File: src/rtl/vga_sync_gen_if.sv
// Raster timing bundle: pixel coordinates plus sync/blank state, all aligned
// to one another. The generator drives it; renderers observe it.
interface vga_sync_gen_if;
  logic [9:0] HCount;
  logic [9:0] VCount;
  logic       hsync;
  logic       vsync;
  logic       video_on;
  logic       pixel_tick;
  logic       frame_start;

  modport master (
    output HCount, VCount, hsync, vsync, video_on, pixel_tick, frame_start
  );

  modport slave (
    input HCount, VCount, hsync, vsync, video_on, pixel_tick, frame_start
  );
endinterface

File: src/rtl/vga_sync_gen.sv
// VGA raster timing generator: halves clk into a pixel-tick enable and runs
// the line/frame counters with registered, mutually aligned sync and blank flags.
module vga_sync_gen #(
  parameter int unsigned H_DISPLAY = 640,
  parameter int unsigned H_FRONT   = 16,
  parameter int unsigned H_SYNC    = 96,
  parameter int unsigned H_BACK    = 48,
  parameter int unsigned V_DISPLAY = 480,
  parameter int unsigned V_FRONT   = 10,
  parameter int unsigned V_SYNC    = 2,
  parameter int unsigned V_BACK    = 33
) (
  input  logic           clk,
  input  logic           reset,
  vga_sync_gen_if.master vga
);

  localparam int unsigned CNT_W   = 10;
  localparam int unsigned H_TOTAL = H_DISPLAY + H_FRONT + H_SYNC + H_BACK;
  localparam int unsigned V_TOTAL = V_DISPLAY + V_FRONT + V_SYNC + V_BACK;

  localparam logic [CNT_W-1:0] H_LAST   = CNT_W'(H_TOTAL - 1);
  localparam logic [CNT_W-1:0] V_LAST   = CNT_W'(V_TOTAL - 1);
  localparam logic [CNT_W-1:0] H_VIS    = CNT_W'(H_DISPLAY);
  localparam logic [CNT_W-1:0] V_VIS    = CNT_W'(V_DISPLAY);
  localparam logic [CNT_W-1:0] HS_FIRST = CNT_W'(H_DISPLAY + H_FRONT);
  localparam logic [CNT_W-1:0] HS_LAST  = CNT_W'(H_DISPLAY + H_FRONT + H_SYNC - 1);
  localparam logic [CNT_W-1:0] VS_FIRST = CNT_W'(V_DISPLAY + V_FRONT);
  localparam logic [CNT_W-1:0] VS_LAST  = CNT_W'(V_DISPLAY + V_FRONT + V_SYNC - 1);

  logic             div_q, div_d;
  logic [CNT_W-1:0] h_count_q, h_count_d;
  logic [CNT_W-1:0] v_count_q, v_count_d;
  logic             hsync_q, hsync_d;
  logic             vsync_q, vsync_d;
  logic             video_on_q, video_on_d;
  logic             frame_start_q, frame_start_d;

  // Next-state counters; sync/blank flags derive from the next counter values
  // so they land in the same cycle as the coordinate they describe.
  always_comb begin
    div_d         = ~div_q;
    h_count_d     = h_count_q;
    v_count_d     = v_count_q;
    frame_start_d = 1'b0;

    if (div_q) begin
      if (h_count_q == H_LAST) begin
        h_count_d = '0;
        if (v_count_q == V_LAST) begin
          v_count_d     = '0;
          frame_start_d = 1'b1;
        end else begin
          v_count_d = v_count_q + CNT_W'(1);
        end
      end else begin
        h_count_d = h_count_q + CNT_W'(1);
      end
    end

    hsync_d    = !((h_count_d >= HS_FIRST) && (h_count_d <= HS_LAST));
    vsync_d    = !((v_count_d >= VS_FIRST) && (v_count_d <= VS_LAST));
    video_on_d = (h_count_d < H_VIS) && (v_count_d < V_VIS);
  end

  always_ff @(posedge clk) begin
    if (reset) begin
      div_q         <= 1'b0;
      h_count_q     <= '0;
      v_count_q     <= '0;
      hsync_q       <= 1'b1;
      vsync_q       <= 1'b1;
      video_on_q    <= 1'b0;
      frame_start_q <= 1'b0;
    end else begin
      div_q         <= div_d;
      h_count_q     <= h_count_d;
      v_count_q     <= v_count_d;
      hsync_q       <= hsync_d;
      vsync_q       <= vsync_d;
      video_on_q    <= video_on_d;
      frame_start_q <= frame_start_d;
    end
  end

  // The divider flop is the pixel-tick register itself.
  assign vga.pixel_tick  = div_q;
  assign vga.HCount      = h_count_q;
  assign vga.VCount      = v_count_q;
  assign vga.hsync       = hsync_q;
  assign vga.vsync       = vsync_q;
  assign vga.video_on    = video_on_q;
  assign vga.frame_start = frame_start_q;

endmodule

File: src/flat_wrapper.sv
// flat-port wrapper written by rule: the top's interface ports become plain ports
module vga_sync_gen_flat 
#(
  parameter int unsigned H_DISPLAY = 640,
  parameter int unsigned H_FRONT   = 16,
  parameter int unsigned H_SYNC    = 96,
  parameter int unsigned H_BACK    = 48,
  parameter int unsigned V_DISPLAY = 480,
  parameter int unsigned V_FRONT   = 10,
  parameter int unsigned V_SYNC    = 2,
  parameter int unsigned V_BACK    = 33
)
  (clk, reset, vga_HCount, vga_VCount, vga_hsync, vga_vsync, vga_video_on, vga_pixel_tick, vga_frame_start);
  vga_sync_gen_if vga_i ();
  input  logic clk;
  input  logic reset;
  output wire logic [$bits(vga_i.HCount)-1:0] vga_HCount;
  output wire logic [$bits(vga_i.VCount)-1:0] vga_VCount;
  output wire logic [$bits(vga_i.hsync)-1:0] vga_hsync;
  output wire logic [$bits(vga_i.vsync)-1:0] vga_vsync;
  output wire logic [$bits(vga_i.video_on)-1:0] vga_video_on;
  output wire logic [$bits(vga_i.pixel_tick)-1:0] vga_pixel_tick;
  output wire logic [$bits(vga_i.frame_start)-1:0] vga_frame_start;
  assign vga_HCount = vga_i.HCount;
  assign vga_VCount = vga_i.VCount;
  assign vga_hsync = vga_i.hsync;
  assign vga_vsync = vga_i.vsync;
  assign vga_video_on = vga_i.video_on;
  assign vga_pixel_tick = vga_i.pixel_tick;
  assign vga_frame_start = vga_i.frame_start;
  vga_sync_gen #(.H_DISPLAY(H_DISPLAY), .H_FRONT(H_FRONT), .H_SYNC(H_SYNC), .H_BACK(H_BACK), .V_DISPLAY(V_DISPLAY), .V_FRONT(V_FRONT), .V_SYNC(V_SYNC), .V_BACK(V_BACK)) u_core (.clk(clk), .reset(reset), .vga(vga_i));
endmodule
File: config.mk
export PLATFORM = sky130hd
export DESIGN_NAME = vga_sync_gen_flat
export DESIGN_NICKNAME = d
export VERILOG_FILES = /design/src/rtl/vga_sync_gen_if.sv /design/src/rtl/vga_sync_gen.sv /design/src/flat_wrapper.sv
export SDC_FILE = /design/constraint.sdc
export NUM_CORES = 1
export LEC_CHECK = 0
export ABC_AREA = 1
export ABC_CLOCK_PERIOD_IN_PS = 2900
export BUFFER_PORTS_ARGS = -buffer_cell sky130_fd_sc_hd__buf_2
export CAP_MARGIN = 20
export CORE_ASPECT_RATIO = 1.1
export CORE_MARGIN = 5
export CORE_UTILIZATION = 41
export DETAILED_ROUTE_END_ITERATION = 12
export HOLD_SLACK_MARGIN = 0.03
export SLEW_MARGIN = 10
export SYNTH_ARGS = -nofsm -noshare
export SYNTH_HDL_FRONTEND = slang
export SYNTH_SLANG_ARGS = --single-unit
File: constraint.sdc
create_clock -name clk -period 2.9 [get_ports clk]
set_input_delay 0.435 -clock clk [delete_from_list [all_inputs] [get_ports clk]]
set_output_delay 0.435 -clock clk [all_outputs]
set_load 0.02 [all_outputs]
==> flow_results.xml <==
<?xml version="1.0" encoding="UTF-8"?>
<metrics>
  <group name="flow_run">
    <metric name="maxCapViolations" unit="">0</metric>
  </group>
  <group name="clock_tree">
    <metric name="clk_transition_reported_paths" unit="ps">150</metric>
    <metric name="cts.repair_timing.setup_buffer_count" unit="">0</metric>
    <metric name="ctsResizeCount" unit="">0</metric>
    <metric name="ctsLongestPathBuffers" unit="">2</metric>
    <metric name="cts_made_buffers" unit="">3</metric>
    <metric name="clock_sinks" unit="">25</metric>
    <metric name="cts_root_buffer" unit="">sky130_fd_sc_hd__clkbuf_4</metric>
    <metric name="ctsHoldBuffers" unit="">0</metric>
    <metric name="cts_tree" unit="">done</metric>
    <metric name="clock_latency" unit="ps">330</metric>
    <metric name="cts_htree_levels" unit="">1</metric>
  </group>
  <group name="timing">
    <metric name="timing.final.max_slew_violations" unit="">0</metric>
    <metric name="total_negative_slack_for_setup_checks" unit="ps">0</metric>
    <metric name="final.setup_skew" unit="ps">11.67</metric>
    <metric name="fmax" unit="MHz">525.9</metric>
    <metric name="min_tclk_post_route" unit="ps">1902</metric>
    <metric name="hold_violations" unit="">0</metric>
    <metric name="final_setup_fails" unit="">0</metric>
    <metric name="maxSlewHeadroom" unit="%">71.18</metric>
    <metric name="final.period_utilization" unit="%">65.57</metric>
    <metric name="finalWorstSetupSlack" unit="ps">998.4</metric>
    <metric name="rsz_0062_raised_after_global_routing" unit="">false</metric>
    <metric name="actual_slew_at_the_worst_max_slew_pin" unit="ps">432.3</metric>
  </group>
  <group name="global_routing">
    <metric name="track_usage" unit="%">15.57</metric>
    <metric name="grt_first_pass_wirelength" unit="µm">5920</metric>
    <metric name="antenna_violations_before_repair" unit="">0</metric>
    <metric name="number_of_global_route_vias_before_repair" unit="">1348</metric>
    <metric name="globalRoute.totalOverflow" unit="">0</metric>
    <metric name="grt_max_degree" unit="">23</metric>
  </group>
  <group name="synth">
    <metric name="synth.mux.area_fraction" unit="%">0</metric>
    <metric name="xor_and_xnor_area_share_after_synthesis" unit="%">1.789</metric>
    <metric name="post-synth-top-area-fraction" unit="%">34.07</metric>
    <metric name="post_synth_and_or_nand_nor_area_fraction" unit="%">47.53</metric>
    <metric name="count_of_flip_flops_with_a_built_in_enable_after_synthesis" unit="">0</metric>
    <metric name="dominant_combinational_cell_family_by_area_after_synthesis" unit="">simple AND/OR/NAND/NOR gates</metric>
    <metric name="synth.net_count" unit="">233</metric>
    <metric name="async_flop_share" unit="%">0</metric>
    <metric name="syn_inst" unit="">228</metric>
    <metric name="synth_area_per_cell" unit="µm²">6.443</metric>
    <metric name="yosys_most_used_dff" unit="">sky130_fd_sc_hd__dfxtp_1</metric>
    <metric name="synth_area" unit="µm²">1469</metric>
    <metric name="post_synth_fa_ha_maj_area_fraction" unit="%">2.555</metric>
    <metric name="post-synth-top-area-cell" unit="">sky130_fd_sc_hd__dfxtp_1</metric>
    <metric name="yosys.cell_types.count" unit="">26</metric>
    <metric name="synth_sequential_area_ratio" unit="%">34.07</metric>
    <metric name="yosys_warnings" unit="">0</metric>
    <metric name="fraction_of_the_mapped_netlist_area_in_compound_gates" unit="%">3.918</metric>
    <metric name="synth.ff_latch_count" unit="">25</metric>
    <metric name="cell_types_occupying_the_most_area_after_synthesis" unit="">sky130_fd_sc_hd__dfxtp_1 (34%), sky130_fd_sc_hd__nand2_1 (15%), sky130_fd_sc_hd__nand3_1 (8.9%), sky130_fd_sc_hd__nor2_1 (8.7%), sky130_fd_sc_hd__inv_1 (8.4%)</metric>
  </group>
  <group name="power">
    <metric name="swShare" unit="%">25.45</metric>
    <metric name="p_int" unit="mW">0.4115</metric>
    <metric name="vdd_drop_max" unit="mV">0.1699</metric>
    <metric name="netSwitchingPower" unit="mW">0.1405</metric>
    <metric name="clkPwrFrac" unit="%">29.1</metric>
    <metric name="seq_power_share" unit="%">64.0</metric>
    <metric name="power_per_cell_area" unit="nW/µm²">328.7</metric>
    <metric name="power.leakage" unit="nW">0.8075</metric>
    <metric name="power_frac_comb" unit="%">6.8</metric>
  </group>
  <group name="route">
    <metric name="wl_per_cell" unit="µm">11.86</metric>
    <metric name="first_iter_violations" unit="">106</metric>
    <metric name="route.antenna.remaining_nets" unit="">0</metric>
    <metric name="post-route-drc-count" unit="">0</metric>
    <metric name="vias" unit="">1453</metric>
    <metric name="vias_per_std_cell" unit="">4.795</metric>
    <metric name="postRouteWirelength" unit="µm">3593</metric>
    <metric name="first_pass_iters" unit="">4</metric>
  </group>
  <group name="floorplan">
    <metric name="placementRows" unit="">22</metric>
    <metric name="num_io_pins" unit="">27</metric>
    <metric name="die_w" unit="µm">67.07</metric>
    <metric name="design.core.area" unit="µm²">3386</metric>
    <metric name="start_util" unit="%">43.39</metric>
    <metric name="die_area" unit="µm²">4881</metric>
    <metric name="fp.dieH" unit="µm">72.78</metric>
  </group>
  <group name="finish">
    <metric name="syn_to_final_growth" unit="%">14.31</metric>
    <metric name="antenna_diode_instance_count" unit="">0</metric>
    <metric name="fillerInstances" unit="">354</metric>
    <metric name="number_of_standard_cells_in_the_layout_taps_in_and_fillers_out" unit="">303</metric>
    <metric name="final_layout_size_suffix_gt1_share" unit="%">17.25</metric>
    <metric name="design.final.nets" unit="">261</metric>
  </group>
  <group name="placement">
    <metric name="gp_congestion" unit="">0.8524</metric>
    <metric name="buffer_ports.inserted" unit="">26</metric>
    <metric name="dp_slack" unit="ps">1005</metric>
    <metric name="dp_hpwl" unit="µm">2791</metric>
    <metric name="dp.cells" unit="">299</metric>
  </group>
  <group name="worst_setup_path">
    <metric name="path_max_fanout" unit="">10</metric>
    <metric name="critical_path_start_type" unit="">flop</metric>
    <metric name="path_buf_inv" unit="">0</metric>
    <metric name="critical-path-top-delay-family" unit="">simple AND/OR/NAND/NOR gates</metric>
    <metric name="timing_worst_setup_path_type" unit="">flop to flop</metric>
    <metric name="cp_cell_sequence" unit="">ha_1 &gt; nand2_1 &gt; nor2_4 &gt; nand3_4 &gt; nor2_8 &gt; nand2_1 &gt; nand3_1 &gt; nand3_1 &gt; nor2_1 &gt; nand2_1</metric>
    <metric name="slowest_cell_on_crit_path" unit="">sky130_fd_sc_hd__dfxtp_1</metric>
    <metric name="timing.critical_path.mode_cell" unit="">sky130_fd_sc_hd__nand2_1</metric>
    <metric name="critPathCaptureType" unit="">flop</metric>
    <metric name="required" unit="ps">3140</metric>
    <metric name="wp_data_arrival" unit="ps">2140</metric>
    <metric name="cpPeakStageDelay" unit="ps">450</metric>
  </group>
  <group name="run_status">
    <metric name="result_of_the_run" unit="">finished clean</metric>
  </group>
  <group name="min_path">
    <metric name="min-delay-path-class" unit="">flop to flop</metric>
  </group>
</metrics>
sequential cells by signal, indices dropped and copies added (netlist names):
register,count
u_core.vga.pixel_tick,1
u_core.vga.video_on,1
u_core.vga.frame_start,1
u_core.vga.hsync,1
u_core.vga.HCount,10
u_core.vga.vsync,1
u_core.vga.VCount,10
power groups by stage:
stage                     registers (mW)  logic (mW)  clock network (mW)
after detailed placement           0.361      0.0383                   0
after global placement             0.361      0.0383                   0
after floorplan                    0.366      0.0208                   0
final                              0.354      0.0376               0.161
after CTS                          0.354      0.0386               0.171
after global routing               0.355      0.0415               0.182
placed cells by master, fill, tap and decap left out, drive strengths merged:
cell	n
nand3b	3
nand4	7
clkbuf	3
clkinvlp	1
xor2	2
xnor2	1
dfxtp	25
inv	33
nor2	39
clkinv	2
a211oi	1
nand3	28
nand2	65
a21oi	5
buf	27
ha	3
o21ai	5
and3	1
nor3	3
nor3b	1
cell type report:
| class | count | area (µm²) | share of cell area, % |
|---|---|---|---|
| sequential | 25 | 500.5 | 29.81 |
| timing repair buffer | 27 | 137.6 | 8.197 |
| clock buffer | 3 | 22.52 | 1.341 |
| tap | 48 | 60.06 | 3.577 |
| multi-input combinational | 164 | 819.5 | 48.81 |
| inverter | 35 | 131.4 | 7.824 |
| clock inverter | 1 | 7.507 | 0.4471 |
cell usage after synthesis (2+ instances only):
cell and n:
sky130_fd_sc_hd__a21oi_1 5, sky130_fd_sc_hd__buf_2 2, sky130_fd_sc_hd__clkbuf_1 2, sky130_fd_sc_hd__clkinv_1 2, sky130_fd_sc_hd__dfxtp_1 25, sky130_fd_sc_hd__ha_1 3, sky130_fd_sc_hd__inv_1 33, sky130_fd_sc_hd__nand2_1 60
sky130_fd_sc_hd__nand2_2 5, sky130_fd_sc_hd__nand3_1 26, sky130_fd_sc_hd__nand3b_1 3, sky130_fd_sc_hd__nand4_1 7, sky130_fd_sc_hd__nor2_1 34, sky130_fd_sc_hd__nor2_4 3, sky130_fd_sc_hd__nor3_1 3, sky130_fd_sc_hd__o21ai_0 4
sky130_fd_sc_hd__xor2_1 2
stage by stage:
stage / cell area (µm²) / total power, mW / hold WS (ps) / util (%)
4_1_cts: 1679 / 0.5635 / 449.6 / 49.59
3_3_place_gp: 1649 / 0.3993 / 420.4 / 48.71
2_1_floorplan: 1469 / 0.3868 / 570.4 / -
3_5_place_dp: 1649 / 0.3993 / 428.4 / 48.71
6_report: 1679 / 0.5520 / 440.7 / 49.59
5_1_grt: 1679 / 0.5785 / 468.6 / 49.59
cells by family (layout without fill, tap and decap cells):
kind of cell,Yosys count,in the layout
compound gates,11,11
buf+inv,39,66
fa+ha+maj,3,3
simple gates,147,147
flops,25,25
xor+xnor,3,3
metal layers:
layer  global-route usage, %  part of all wire, %
met4                   5.405                 0.70
met3                   1.849                  5.3
met2                   29.15                   51
met1                   17.77                   43
met5                       0                    0
path summary, 6_finish.rpt:
check,startpoint,end,slack (ps),cells after the start
setup reg to reg,u_core.vga.HCount[0]$_SDFF_PP0_,u_core.vga.vsync$_SDFF_PP1_,1000,10
hold / removal,u_core.vga.pixel_tick$_SDFF_PP0_,u_core.vga.pixel_tick$_SDFF_PP0_,440,1
setup / recovery,u_core.vga.HCount[0]$_SDFF_PP0_,u_core.vga.vsync$_SDFF_PP1_,1000,10
hold reg to reg,u_core.vga.pixel_tick$_SDFF_PP0_,u_core.vga.pixel_tick$_SDFF_PP0_,440,1
Power figures use the tool's default switching activity.
